## config.mk

```make
export PLATFORM = sky130hd
export DESIGN_NAME = ahb_lite_master
export DESIGN_NICKNAME = d
export VERILOG_FILES = /design/src/rtl/ahb_lite_master.sv
export SDC_FILE = /design/constraint.sdc
export NUM_CORES = 1
export LEC_CHECK = 0
export BUFFER_PORTS_ARGS = -buffer_cell sky130_fd_sc_hd__buf_2
export CORE_ASPECT_RATIO = 1.2
export CORE_MARGIN = 2
export CORE_UTILIZATION = 44
export CTS_CLUSTER_DIAMETER = 80
export DETAILED_ROUTE_END_ITERATION = 12
export PLACE_DENSITY = 0.73
export SYNTH_ARGS = -nofsm -noshare
export SYNTH_HDL_FRONTEND = slang
export SYNTH_SLANG_ARGS = --single-unit
```

## constraint.sdc

```tcl
create_clock -name AHB_HCLK -period 1.7 [get_ports AHB_HCLK]
set_input_delay 0 -clock AHB_HCLK [delete_from_list [all_inputs] [get_ports AHB_HCLK]]
set_output_delay 0 -clock AHB_HCLK [all_outputs]
set_load 0.05 [all_outputs]
```

## src/rtl/ahb_lite_master.sv

```systemverilog
`timescale 1ns/1ps
`default_nettype none
// ============================================================================
//  Module   : ahb_lite_master
//  Purpose  : Single-outstanding AHB-Lite master. Turns one command at a time
//             into one NONSEQ single transfer and returns a one-cycle response.
//             Illegal (misaligned / bad size) commands never reach the bus.
//             A data-phase wait counter aborts transfers that stall too long.
//  Ports    : AHB_HCLK / AHB_HRESET  - clock, synchronous active-high reset
//             cmd_*                  - command request (valid/ready handshake)
//             rsp_*                  - completion pulse, read data, status
//             AHB_H*                 - AHB-Lite master signals (all registered)
//  Revision : 1.0  initial release
// ============================================================================
module ahb_lite_master #(
   parameter int TIMEOUT_CYCLES = 255   // max data-phase wait cycles (1..1023)
) (
   input  logic        AHB_HCLK,
   input  logic        AHB_HRESET,
   // command side
   input  logic        cmd_valid,
   output logic        cmd_ready,
   input  logic        cmd_write,
   input  logic [31:0] cmd_addr,
   input  logic [1:0]  cmd_size,
   input  logic [31:0] cmd_wdata,
   // response side
   output logic        rsp_valid,
   output logic [31:0] rsp_rdata,
   output logic [1:0]  rsp_err,
   // AHB-Lite master outputs
   output logic [1:0]  AHB_HTRANS,
   output logic [2:0]  AHB_HBURST,
   output logic [3:0]  AHB_HPROT,
   output logic [2:0]  AHB_HSIZE,
   output logic        AHB_HWRITE,
   output logic        AHB_HMASTLOCK,
   output logic [31:0] AHB_HADDR,
   output logic [31:0] AHB_HWDATA,
   output logic        AHB_HSEL,
   // AHB-Lite master inputs
   input  logic [31:0] AHB_HRDATA,
   input  logic        AHB_HREADY,
   input  logic [1:0]  AHB_HRESP
);

   typedef enum logic [1:0] {
      S_IDLE = 2'd0,
      S_ADDR = 2'd1,
      S_DATA = 2'd2,
      S_RESP = 2'd3
   } state_t;

   localparam logic [9:0] c_timeout   = TIMEOUT_CYCLES[9:0];
   localparam logic [1:0] c_err_okay  = 2'b00;
   localparam logic [1:0] c_err_bus   = 2'b01;
   localparam logic [1:0] c_err_tmo   = 2'b10;
   localparam logic [1:0] c_err_ill   = 2'b11;

   state_t      r_state;
   state_t      w_next_state;

   logic [1:0]  r_htrans;
   logic [2:0]  r_hsize;
   logic        r_hwrite;
   logic [31:0] r_haddr;
   logic [31:0] r_hwdata;
   logic        r_hsel;

   logic [31:0] r_wdata;        // write data held until the data phase
   logic [9:0]  r_wait_cnt;     // DATA cycles seen with HREADY low
   logic        r_err_seen;     // ERROR observed during a wait cycle
   logic [31:0] r_rsp_rdata;
   logic [1:0]  r_rsp_err;

   logic        w_accept;
   logic        w_illegal;
   logic [9:0]  w_wait_next;
   logic        w_timeout;
   logic        w_unused;

   // HRESP[1] is not meaningful on AHB-Lite; only the ERROR bit is used.
   assign w_unused = AHB_HRESP[1];

   assign w_accept    = cmd_valid && (r_state == S_IDLE);
   assign w_illegal   = (cmd_size == 2'b11)
                     || ((cmd_size == 2'b01) && cmd_addr[0])
                     || ((cmd_size == 2'b10) && (cmd_addr[1:0] != 2'b00));
   assign w_wait_next = r_wait_cnt + 10'd1;
   // Timeout fires on the wait cycle that brings the count up to the limit.
   assign w_timeout   = (r_state == S_DATA) && !AHB_HREADY && (w_wait_next == c_timeout);

   // ------------------------------------------------------------------ FSM
   always_ff @(posedge AHB_HCLK) begin
      if (AHB_HRESET) begin
         r_state <= S_IDLE;
      end else begin
         r_state <= w_next_state;
      end
   end

   always_comb begin
      w_next_state = r_state;
      case (r_state)
         S_IDLE: if (w_accept) w_next_state = w_illegal ? S_RESP : S_ADDR;
         S_ADDR: if (AHB_HREADY) w_next_state = S_DATA;
         S_DATA: if (AHB_HREADY || w_timeout) w_next_state = S_RESP;
         S_RESP: w_next_state = S_IDLE;
         default: w_next_state = S_IDLE;
      endcase
   end

   // ------------------------------------------------------------ datapath
   always_ff @(posedge AHB_HCLK) begin
      if (AHB_HRESET) begin
         r_htrans    <= 2'b00;
         r_hsize     <= 3'b000;
         r_hwrite    <= 1'b0;
         r_haddr     <= 32'h0;
         r_hwdata    <= 32'h0;
         r_hsel      <= 1'b0;
         r_wdata     <= 32'h0;
         r_wait_cnt  <= 10'd0;
         r_err_seen  <= 1'b0;
         r_rsp_rdata <= 32'h0;
         r_rsp_err   <= c_err_okay;
      end else begin
         case (r_state)
            S_IDLE: begin
               if (w_accept) begin
                  r_wdata     <= cmd_wdata;
                  r_rsp_rdata <= 32'h0;
                  r_err_seen  <= 1'b0;
                  if (w_illegal) begin
                     r_rsp_err <= c_err_ill;
                  end else begin
                     r_rsp_err <= c_err_okay;
                     r_htrans  <= 2'b10;
                     r_hsel    <= 1'b1;
                     r_hsize   <= {1'b0, cmd_size};
                     r_haddr   <= cmd_addr;
                     r_hwrite  <= cmd_write;
                  end
               end
            end
            S_ADDR: begin
               if (AHB_HREADY) begin
                  r_htrans   <= 2'b00;
                  r_hsel     <= 1'b0;
                  r_wait_cnt <= 10'd0;
                  if (r_hwrite) r_hwdata <= r_wdata;
               end
            end
            S_DATA: begin
               if (AHB_HREADY) begin
                  if (AHB_HRESP[0] || r_err_seen) begin
                     r_rsp_err <= c_err_bus;
                  end else if (!r_hwrite) begin
                     r_rsp_rdata <= AHB_HRDATA;
                  end
               end else if (w_timeout) begin
                  r_rsp_err <= c_err_tmo;
               end else begin
                  r_wait_cnt <= w_wait_next;
                  if (AHB_HRESP[0]) r_err_seen <= 1'b1;
               end
            end
            default: ;
         endcase
      end
   end

   assign cmd_ready     = (r_state == S_IDLE);
   assign rsp_valid     = (r_state == S_RESP);
   assign rsp_rdata     = r_rsp_rdata;
   assign rsp_err       = r_rsp_err;

   assign AHB_HTRANS    = r_htrans;
   assign AHB_HBURST    = 3'b000;
   assign AHB_HPROT     = 4'b0011;
   assign AHB_HSIZE     = r_hsize;
   assign AHB_HWRITE    = r_hwrite;
   assign AHB_HMASTLOCK = 1'b0;
   assign AHB_HADDR     = r_haddr;
   assign AHB_HWDATA    = r_hwdata;
   assign AHB_HSEL      = r_hsel;

endmodule
`default_nettype wire

```

==> impl_metrics.yaml, run 1 <==
clocking:
  cts_num_sinks: 147
  clkSlewWorstSetupHoldPaths_ns: 0.06
  clock_path_buffers: 2
  cts-htree-levels: 4
  ctsRootBufferMaster: "sky130_fd_sc_hd__clkbuf_16"
  cts_tree: "done"
  cts_buffers: 17
  clk_latency_ns: 0.41
placement:
  final_wtd_congestion: 0.832
  postPlaceCellArea_um2: 7010
  portBuffers: 208
  dpl_worst_slack_ns: -0.470
  hpwl_um: 9850
global_route:
  vias_in_the_first_global_route: 5940
  global_route.usage.total: 0.254
  first_pass_grt_wire_length_um: 27800
  gr-total-overflow: 0
  grt.busiest_layer: "met2"
  grt.met3_usage: 0.0740
  grtUsageMet1: 0.278
  grt_start_max_net_pins: 53
  grtUsageMet2: 0.449
  antenna_found_initial: 0
timing:
  clock-skew-final_ns: 0.00755
  finalCriticalPeriod_ns: 1.89
  layout_setup_ws_ns: -0.186
  headroom_to_the_max_slew_limit: 0.660
  hold_violations: 0
  achievable-frequency_ghz: 0.530
  grt_setup_unrepaired: "true"
  fin_crit_sh: 1.11
  worst-slew-pin-transition_ns: 0.511
  timing.final.max_slew_violations: 0
  finalHoldWorstSlack_ns: 0.0366
  timing.final.setup_violations: 39
critical_path:
  cp.arrival_ns: 2.21
  slowest_delay_ns: 0.41
  timing.rr.start: "r_wait_cnt[1]$_SDFFE_PP0P_"
  timing.critical_path.required_ns: 2.02
  crit-reg2reg-capture: "r_wait_cnt[1]$_SDFFE_PP0P_"
  startpoint_to_endpoint_class_of_the_critical_path: "flip-flop to flip-flop"
  timing.critical_path.slowest_stage_cell: "sky130_fd_sc_hd__or4_1"
  r2r_setup_slack_ns: -0.19
  path_cells: "ha_4 -> inv_4 -> o21a_1 -> o211a_4 -> buf_4 -> or4_1 -> a31oi_1"
  cp.buffers_inverters: 2
  start_kind: "flip-flop"
  worstPathMaxFanout: 6
  critical-path-top-delay-family: "compound AO/OA/AOI/OAI gates"
  ff2ff_path_depth: 7
  worst_setup_path_end_kind: "flip-flop"
outcome:
  outcome: "finished, violations left"
  failed_checks: "negative setup slack"
yosys:
  async_reset_ff_frac: 0
  yosys_warnings: 0
  syn-instance-count: 683
  synth.yosys.seq_area_share: 0.529
  synth.largest_area_cell: "sky130_fd_sc_hd__dfxtp_1"
  netlist_area_um2: 5570
  most_frequently_used_cell_type_in_the_post_synthesis_netlist: "sky130_fd_sc_hd__nand2_1"
  synth_top_area_cells: "sky130_fd_sc_hd__dfxtp_1, sky130_fd_sc_hd__nand2_1, sky130_fd_sc_hd__a21oi_1"
  synth_edf_count: 0
  synthDominantCellAreaShare: 0.529
  synth.distinct_cells: 43
  dominantRegCellSynth: "sky130_fd_sc_hd__dfxtp_1"
  synth.avg_cell_area_um2: 8.15
  yosys-top-cells-count: "sky130_fd_sc_hd__nand2_1, sky130_fd_sc_hd__dfxtp_1, sky130_fd_sc_hd__a21oi_1"
  ys_seq_elements: 147
min_path:
  holdCritStartpoint: "AHB_HRESET"
  worst_hold_path_type: "primary input to flip-flop"
  whs_path_depth: 2
  min_delay_worst_endpoint: "rsp_rdata[18]$_SDFFE_PP0P_"
layout:
  num-nets-final: 1135
  final_cell_area_um2: 9290
  sequential_cell_area_um2: 2960
  syn2layout_area_growth_pct: 66.8
  final.fill_count: 863
  multiInputGateArea_um2: 2710
  layout_cell_share_with_drive_strength_beyond_1: 0.363
floorplanning:
  floorplan.io_pins: 220
  chipWidth_um: 107
  dieArea_um2: 13600
  core_um2: 12500
  std_cell_rows: 45
  initial_core_util: 0.445
  die_h_um: 127
routing:
  detail-route-antenna-nets: 0
  drt_first_pass_iters: 4
  drc_violation_count_after_routing: 0
  routed_via_density: 5.19
  detail_route.iter0.violations: 276
  avgRoutedWirePerCell_um: 16.4
  totalWireLength_um: 19700
  route.vias.total: 6233
power:
  vdd_drop_max_uv: 1030
  power.density_cell_area_nw_per_um2: 1240
  power.static_leakage_nw: 3.98
  finalPower_mw: 11.5
run:
  timing.max_cap.violations: 0
[layout make-up]
| cell class | count | area share |
|---|---|---|
| multi-input cells | 476 | 0.292 |
| clock inverters | 13 | 0.0160 |
| clock buffers | 19 | 0.0477 |
| diodes | 1 | 0.000269 |
| flip-flops and latches | 147 | 0.318 |
| well taps | 164 | 0.0221 |
| repair buffers | 372 | 0.298 |
| inverters | 10 | 0.00485 |
[flip-flops by register name, indices dropped and copies added, names as in the netlist]
| register | cells |
|---|---|
| r_wdata | 32 |
| r_wait_cnt | 10 |
| AHB_HTRANS | 1 |
| AHB_HSIZE | 2 |
| AHB_HADDR | 32 |
| rsp_rdata | 32 |
| r_err_seen | 1 |
| AHB_HWDATA | 32 |
| AHB_HWRITE | 1 |
| r_state | 2 |
| rsp_err | 2 |
[report_power, final]
group | leakage (nW) | total (mW) | switching [mW] | internal [mW]
Combinational | 2.51 | 3.89 | 2.31 | 1.58
Clock | 0.275 | 3.73 | 1.51 | 2.23
Sequential | 1.20 | 3.92 | 0.172 | 3.75
Total | 3.98 | 11.5 | 3.99 | 7.56
[worst max-delay path by stage]
stage	from	slack, ns	cells after the start	endpoint
finish	r_wait_cnt[1]$_SDFFE_PP0P_	-0.19	7	r_wait_cnt[1]$_SDFFE_PP0P_
global route	r_wait_cnt[1]$_SDFFE_PP0P_	-0.25	7	r_wait_cnt[1]$_SDFFE_PP0P_
CTS	r_state[0]$_SDFFE_PP0P_	-0.10	8	r_wait_cnt[9]$_SDFFE_PP0P_
detailed placement	r_state[0]$_SDFFE_PP0P_	-0.47	7	rsp_rdata[3]$_SDFFE_PP0P_
global placement	r_state[0]$_SDFFE_PP0P_	-0.41	7	rsp_rdata[22]$_SDFFE_PP0P_
floorplan	r_state[0]$_SDFFE_PP0P_	-0.1	8	r_wait_cnt[9]$_SDFFE_PP0P_
[routing by layer]
metal,wire length [µm],share of wire
met3,1290,0.065
met4,716,0.036
met2,10200,0.52
met5,0,0
met1,7450,0.38
[per-stage QoR]
step	instances	utilization	TNS (ns)
after floorplan	691	-	-1.07
after global placement	1045	0.561	-18.53
after detailed placement	1045	0.561	-21.14
after CTS	1186	0.704	-2.53
after global routing	1201	0.743	-5.00
final	1202	0.743	-1.91
[cells by family (layout without fill, tap and decap cells)]
logic type / Yosys count / after routing / synth area share
AO/OA/AOI/OAI: 173 / 173 / 0.187
XOR/XNOR: 3 / 3 / 0.00472
adder cells (fa/ha/maj): 6 / 6 / 0.0135
buffers and inverters: 69 / 414 / 0.0575
flip-flops: 147 / 147 / 0.529
other: 2 / 11 / 0.00135
AND/OR/NAND/NOR: 283 / 284 / 0.207
[layout by cell type, fill, tap and decap left out, types with 2 or more instances in the layout]
cell and instances:
sky130_fd_sc_hd__a311oi_2 4, sky130_fd_sc_hd__inv_4 3, sky130_fd_sc_hd__nor2_1 42, sky130_fd_sc_hd__buf_4 38, sky130_fd_sc_hd__xnor2_2 2, sky130_fd_sc_hd__dlygate4sd3_1 101, sky130_fd_sc_hd__buf_6 11, sky130_fd_sc_hd__inv_6 4
sky130_fd_sc_hd__clkinvlp_4 5, sky130_fd_sc_hd__a311oi_1 3, sky130_fd_sc_hd__ha_4 5, sky130_fd_sc_hd__a221oi_2 3, sky130_fd_sc_hd__nand3_1 3, sky130_fd_sc_hd__dfxtp_1 140, sky130_fd_sc_hd__nand2_1 209, sky130_fd_sc_hd__clkbuf_16 21
sky130_fd_sc_hd__and2_4 2, sky130_fd_sc_hd__conb_1 10, sky130_fd_sc_hd__dfxtp_2 5, sky130_fd_sc_hd__a22oi_1 7, sky130_fd_sc_hd__a22oi_2 25, sky130_fd_sc_hd__buf_2 207, sky130_fd_sc_hd__dfxtp_4 2, sky130_fd_sc_hd__nand2b_1 3
sky130_fd_sc_hd__nor2_4 2, sky130_fd_sc_hd__inv_2 3, sky130_fd_sc_hd__inv_1 4, sky130_fd_sc_hd__a221oi_1 2, sky130_fd_sc_hd__o21a_1 2, sky130_fd_sc_hd__o211ai_1 4, sky130_fd_sc_hd__bufinv_16 2, sky130_fd_sc_hd__a21oi_1 106
sky130_fd_sc_hd__nor3_4 3, sky130_fd_sc_hd__o21ai_1 4, sky130_fd_sc_hd__a31oi_1 3, sky130_fd_sc_hd__nand4_1 2, sky130_fd_sc_hd__o21ai_0 2, sky130_fd_sc_hd__buf_12 10
[timing repair]
item | CTS | global route
buffers inserted | 7 | 9
pin swaps | 9 | 30
hold buffers | 101 | 0
gates resized for setup | 25 | 66
endpoints found under the hold margin | 101 | 0
setup endpoints to repair | 80 | 80
gates cloned | 1 | 6
No activity file was read; power rests on OpenSTA's default activity.
==> run 2, diff against run 1 <==
==> constraint.sdc (replaced) <==
create_clock -name AHB_HCLK -period 1.7 [get_ports AHB_HCLK]
set_input_delay 0.085 -clock AHB_HCLK [delete_from_list [all_inputs] [get_ports AHB_HCLK]]
set_output_delay 0.085 -clock AHB_HCLK [all_outputs]
set_load 0.05 [all_outputs]
==> impl_metrics.yaml, run 2 (same netlist as run 1, synthesis figures left out) <==
outcome:
  outcome: "finished, violations left"
  failed_checks: "negative setup slack"
placement:
  final_wtd_congestion: 0.863
  hpwl_um: 9650
  postPlaceCellArea_um2: 7000
  portBuffers: 208
  dpl_worst_slack_ns: -0.451
layout:
  syn2layout_area_growth_pct: 61.0
  final_cell_area_um2: 8960
  layout.cells.most_common: "sky130_fd_sc_hd__nand2_1"
  num-nets-final: 1125
  final_cell_mix: "sky130_fd_sc_hd__nand2_1, sky130_fd_sc_hd__buf_2, sky130_fd_sc_hd__dfxtp_1, sky130_fd_sc_hd__a21oi_1, sky130_fd_sc_hd__dlygate4sd3_1"
  layout_cell_share_with_drive_strength_beyond_1: 0.326
  post-route-util: 0.717
  n_antenna_cell: 0
critical_path:
  slowest_delay_ns: 0.41
  r2r_setup_slack_ns: -0.13
  timing.critical_path.slowest_stage_cell: "sky130_fd_sc_hd__or3b_4"
  path_cells: "inv_2 -> buf_6 -> ha_4 -> or3b_4 -> or2_4 -> nor2_4 -> a31oi_1 -> a311oi_1"
  worstPathMaxFanout: 6
  worst_setup_path_end_kind: "flip-flop"
  ff2ff_path_depth: 8
  timing.critical_path.required_ns: 2.01
  timing.rr.start: "r_state[1]$_SDFFE_PP0P_"
  cp.arrival_ns: 2.14
  crit-reg2reg-capture: "r_wait_cnt[9]$_SDFFE_PP0P_"
  startpoint_to_endpoint_class_of_the_critical_path: "flip-flop to flip-flop"
  start_kind: "flip-flop"
timing:
  setup-tns-final_ns: -2.11
  finalCriticalPeriod_ns: 1.83
  achievable-frequency_ghz: 0.546
  clock-skew-final_ns: 0.00814
  timing.final.setup_violations: 39
  hold_violations: 0
  timing.final.max_slew_violations: 0
  fin_crit_sh: 1.08
  layout_setup_ws_ns: -0.130
  grt_setup_unrepaired: "true"
min_path:
  holdCritStartpoint: "AHB_HRESET"
  min_delay_worst_endpoint: "r_wdata[4]$_SDFFE_PP0P_"
  whs_path_depth: 2
  worst_hold_path_type: "primary input to flip-flop"
floorplanning:
  dieArea_um2: 13600
  chipWidth_um: 107
  initial_core_util: 0.445
  die_h_um: 127
  floorplan.io_pins: 220
  std_cell_rows: 45
  core_um2: 12500
power:
  power.static_leakage_nw: 3.89
  p_clk_frac: 0.347
  total_switching_power_mw: 3.69
  vdd_drop_max_uv: 1020
  power_report.internal_total_mw: 7.36
  share_of_total_power_in_combinational_logic: 0.298
  sequentialPowerShare: 0.355
  power.share.switching: 0.334
  power.density_cell_area_nw_per_um2: 1230
clocking:
  ctsRootBufferMaster: "sky130_fd_sc_hd__clkbuf_16"
  cts_tree: "done"
  cts_buffers: 17
  cts-htree-levels: 4
  clk_latency_ns: 0.41
  clock_path_buffers: 2
  clkSlewWorstSetupHoldPaths_ns: 0.06
  cts_num_sinks: 147
routing:
  route.vias.total: 6015
  drt_first_pass_iters: 5
  detail_route.iter0.violations: 361
  detail-route-antenna-nets: 0
  avgRoutedWirePerCell_um: 14.8
  routed_via_density: 5.05
  totalWireLength_um: 17600
  drc_violation_count_after_routing: 0
global_route:
  vias_in_the_first_global_route: 5886
  grt_start_max_net_pins: 60
  antenna_found_initial: 0
  gr-total-overflow: 0
  first_pass_grt_wire_length_um: 27700
  global_route.usage.total: 0.253
run:
  timing.max_cap.violations: 0
## run 2: cell count changes in the layout (fill, tap and decap cells not counted), moves of 3 or more
| cell | before | now |
|---|---|---|
| sky130_fd_sc_hd__a22oi_1 | 7 | 32 |
| sky130_fd_sc_hd__nor2_2 | 1 | 4 |
| sky130_fd_sc_hd__inv_1 | 4 | 7 |
| sky130_fd_sc_hd__nor2_1 | 42 | 39 |
| sky130_fd_sc_hd__clkinvlp_4 | 5 | 2 |
| sky130_fd_sc_hd__clkinv_4 | 0 | 4 |
| sky130_fd_sc_hd__clkbuf_16 | 21 | 18 |
| sky130_fd_sc_hd__a22oi_2 | 25 | 0 |
| sky130_fd_sc_hd__buf_6 | 11 | 4 |
## run 2: how the worst max path moves through the flow
stage	start	cells past startpoint	slack (ns)	to
after floorplan	r_state[0]$_SDFFE_PP0P_	8	-0.1	r_wait_cnt[9]$_SDFFE_PP0P_
after global placement	r_state[0]$_SDFFE_PP0P_	7	-0.39	rsp_rdata[18]$_SDFFE_PP0P_
after detailed placement	r_state[0]$_SDFFE_PP0P_	7	-0.45	rsp_rdata[20]$_SDFFE_PP0P_
after CTS	r_state[1]$_SDFFE_PP0P_	8	-0.12	r_wait_cnt[9]$_SDFFE_PP0P_
after global routing	r_state[1]$_SDFFE_PP0P_	8	-0.22	r_wait_cnt[9]$_SDFFE_PP0P_
final	r_state[1]$_SDFFE_PP0P_	8	-0.13	r_wait_cnt[9]$_SDFFE_PP0P_
## run 2: cell type report
type / instances / area [µm²]
flip-flops and latches: 147 / 2950
repair buffers: 362 / 2610
multi-input cells: 476 / 2550
fillers: 878 / 3540
clock inverters: 14 / 179
well taps: 164 / 205
inverters: 10 / 42.5
clock buffers: 18 / 429
## run 2: worst max-delay path, delay by kind of cell, from the launching register on
kind | cells | cell delay [ns]
AOI/OAI and AO/OA | 2 | 0.29
buffers and inverters | 2 | 0.17
adders and majority gates | 1 | 0.15
DFF | 1 | 0.33
and+or+nand+nor | 3 | 0.80
## run 2: power groups by stage
| stage | logic (mW) | clock network [mW] | registers [mW] |
|---|---|---|---|
| after global routing | 3.53 | 4.04 | 3.95 |
| after detailed placement | 2.72 | 0 | 3.97 |
| after floorplan | 1.41 | 0 | 4.43 |
| after CTS | 3.06 | 3.90 | 3.90 |
| final | 3.30 | 3.83 | 3.92 |
| after global placement | 2.70 | 0 | 3.96 |
## run 2: what timing repair did
action / 4_1_cts / 5_1_grt
gates cloned: 1 / 1
endpoints found under the hold margin: 100 / 0
setup buffers: 9 / 5
pin swaps: 7 / 9
hold buffers: 100 / 0
setup endpoints to repair: 80 / 79
resized for setup: 27 / 21
## run 2: routing by layer
layer | wire, µm | share of wire | global-route usage | vias to the layer above
met5 | 0 | 0 | 0 | -
met4 | 480 | 0.027 | 0.100 | 0
met2 | 8820 | 0.50 | 0.445 | 239
met3 | 1140 | 0.065 | 0.0719 | 50
li1 | - | - | - | 2940
met1 | 7130 | 0.41 | 0.288 | 2786
## run 2: per-stage QoR
stage                     total power, mW  std cells  hold WS [ns]
final                                11.0       1191        0.0564
after global routing                 11.5       1191        0.0622
after CTS                            10.9       1185        0.0411
after detailed placement             6.69       1043         0.331
after global placement               6.66       1043         0.326
after floorplan                      5.84        691         0.221
==> run 3, diff against run 2 <==
==> constraint.sdc (replaced) <==
create_clock -name AHB_HCLK -period 1.53 [get_ports AHB_HCLK]
set_input_delay 0.0765 -clock AHB_HCLK [delete_from_list [all_inputs] [get_ports AHB_HCLK]]
set_output_delay 0.0765 -clock AHB_HCLK [all_outputs]
set_load 0.05 [all_outputs]
==> impl_metrics.yaml, run 3 (same netlist as run 1, synthesis figures left out) <==
min_path:
  min_delay_worst_endpoint: "AHB_HWDATA[30]$_SDFFE_PP0P_"
  holdCritStartpoint: "AHB_HRESET"
  whs_path_depth: 2
  worst_hold_path_type: "primary input to flip-flop"
global_route:
  global_route.usage.total: 0.296
  gr-total-overflow: 0
  grt_start_max_net_pins: 53
  antenna_found_initial: 0
  first_pass_grt_wire_length_um: 31700
  vias_in_the_first_global_route: 6405
routing:
  routed_via_density: 5.23
  detail_route.iter0.violations: 332
  totalWireLength_um: 21700
  route.vias.total: 6449
  drt_first_pass_iters: 5
  drc_violation_count_after_routing: 0
  detail-route-antenna-nets: 0
  avgRoutedWirePerCell_um: 17.6
layout:
  final_cell_mix: "sky130_fd_sc_hd__buf_2, sky130_fd_sc_hd__nand2_1, sky130_fd_sc_hd__dfxtp_1, sky130_fd_sc_hd__dlygate4sd3_1, sky130_fd_sc_hd__a21oi_1"
  final_cell_area_um2: 10100
  post-route-util: 0.811
  syn2layout_area_growth_pct: 82.1
  n_antenna_cell: 0
  layout.cells.most_common: "sky130_fd_sc_hd__buf_2"
  layout_cell_share_with_drive_strength_beyond_1: 0.464
  num-nets-final: 1168
timing:
  grt_setup_unrepaired: "true"
  hold_violations: 0
  timing.final.max_slew_violations: 0
  timing.final.setup_violations: 78
  clock-skew-final_ns: 0.0101
  finalCriticalPeriod_ns: 1.82
  fin_crit_sh: 1.19
  achievable-frequency_ghz: 0.548
  layout_setup_ws_ns: -0.295
  finalHoldWorstSlack_ns: 0.122
  setup-tns-final_ns: -9.36
clocking:
  clk_latency_ns: 0.42
  cts_num_sinks: 147
  cts_tree: "done"
  ctsRootBufferMaster: "sky130_fd_sc_hd__clkbuf_16"
  cts_buffers: 17
  clock_path_buffers: 2
  cts-htree-levels: 4
  clkSlewWorstSetupHoldPaths_ns: 0.06
floorplanning:
  dieArea_um2: 13600
  die_h_um: 127
  floorplan.io_pins: 220
  initial_core_util: 0.445
  chipWidth_um: 107
  std_cell_rows: 45
  core_um2: 12500
critical_path:
  timing.critical_path.slowest_stage_cell: "sky130_fd_sc_hd__dfxtp_4"
  critical-path-top-delay-family: "compound AO/OA/AOI/OAI gates"
  startpoint_to_endpoint_class_of_the_critical_path: "flip-flop to flip-flop"
  start_kind: "flip-flop"
  r2r_setup_slack_ns: -0.29
  worst_setup_path_end_kind: "flip-flop"
  cp.buffers_inverters: 3
  slowest_delay_ns: 0.40
  worstPathMaxFanout: 5
  crit-reg2reg-capture: "r_wait_cnt[1]$_SDFFE_PP0P_"
  cp.arrival_ns: 2.11
  ff2ff_path_depth: 8
  timing.critical_path.required_ns: 1.81
  timing.rr.start: "r_wait_cnt[0]$_SDFFE_PP0P_"
  path_cells: "ha_4 -> inv_4 -> o21a_1 -> o211a_4 -> buf_6 -> buf_4 -> o211ai_1 -> a31oi_2"
placement:
  postPlaceCellArea_um2: 7140
  hpwl_um: 10100
  portBuffers: 208
  final_wtd_congestion: 0.789
outcome:
  failed_checks: "negative setup slack"
  outcome: "finished, violations left"
power:
  vdd_drop_max_uv: 1310
  finalPower_mw: 13.5
  power.static_leakage_nw: 4.34
  power.density_cell_area_nw_per_um2: 1330
run:
  timing.max_cap.violations: 0
-- run 3: what timing repair did --
item,4_1_cts,5_1_grt
resized for setup,123,102
pin swaps,78,63
cloned,12,6
buffers inserted,25,18
setup endpoints to repair,82,91
hold buffers,100,0
endpoints found under the hold margin,100,0
-- run 3: per-stage QoR --
| stage | setup WS, ns | std cells |
|---|---|---|
| global placement | -0.543 | 1057 |
| global route | -0.344 | 1234 |
| detailed placement | -0.663 | 1057 |
| floorplan | -0.265 | 691 |
| finish | -0.295 | 1234 |
| CTS | -0.263 | 1224 |
-- run 3: final cells by class --
cell class	count	area [µm²]
Tap cell	164	205
Inverter	10	50.0
Clock inverter	14	136
Timing Repair Buffer	404	3220
Fill cell	738	2360
Multi-Input combinational cell	477	3130
Sequential cell	147	2960
Clock buffer	18	439
-- run 3: worst max-delay path by stage --
stage,start,to,cells past startpoint
after floorplan,r_state[0]$_SDFFE_PP0P_,r_wait_cnt[9]$_SDFFE_PP0P_,8
after global placement,r_state[1]$_SDFFE_PP0P_,rsp_rdata[0]$_SDFFE_PP0P_,7
after detailed placement,r_state[1]$_SDFFE_PP0P_,rsp_rdata[4]$_SDFFE_PP0P_,7
after CTS,r_state[0]$_SDFFE_PP0P_,r_wait_cnt[9]$_SDFFE_PP0P_,7
after global routing,r_wait_cnt[0]$_SDFFE_PP0P_,r_wait_cnt[1]$_SDFFE_PP0P_,8
final,r_wait_cnt[0]$_SDFFE_PP0P_,r_wait_cnt[1]$_SDFFE_PP0P_,8
-- run 3: power breakdown --
group | switching (mW) | internal (mW)
Sequential | 0.248 | 4.17
Combinational | 2.87 | 2.17
Clock | 1.85 | 2.21
Total | 4.97 | 8.55
-- run 3: metal layers --
metal  part of all wire  global-route usage  vias up
li1                   -                   -     3035
met1               0.37               0.325     3075
met2               0.54               0.540      286
met3              0.066              0.0714       53
met4              0.027               0.123        0
met5                  0                   0        -
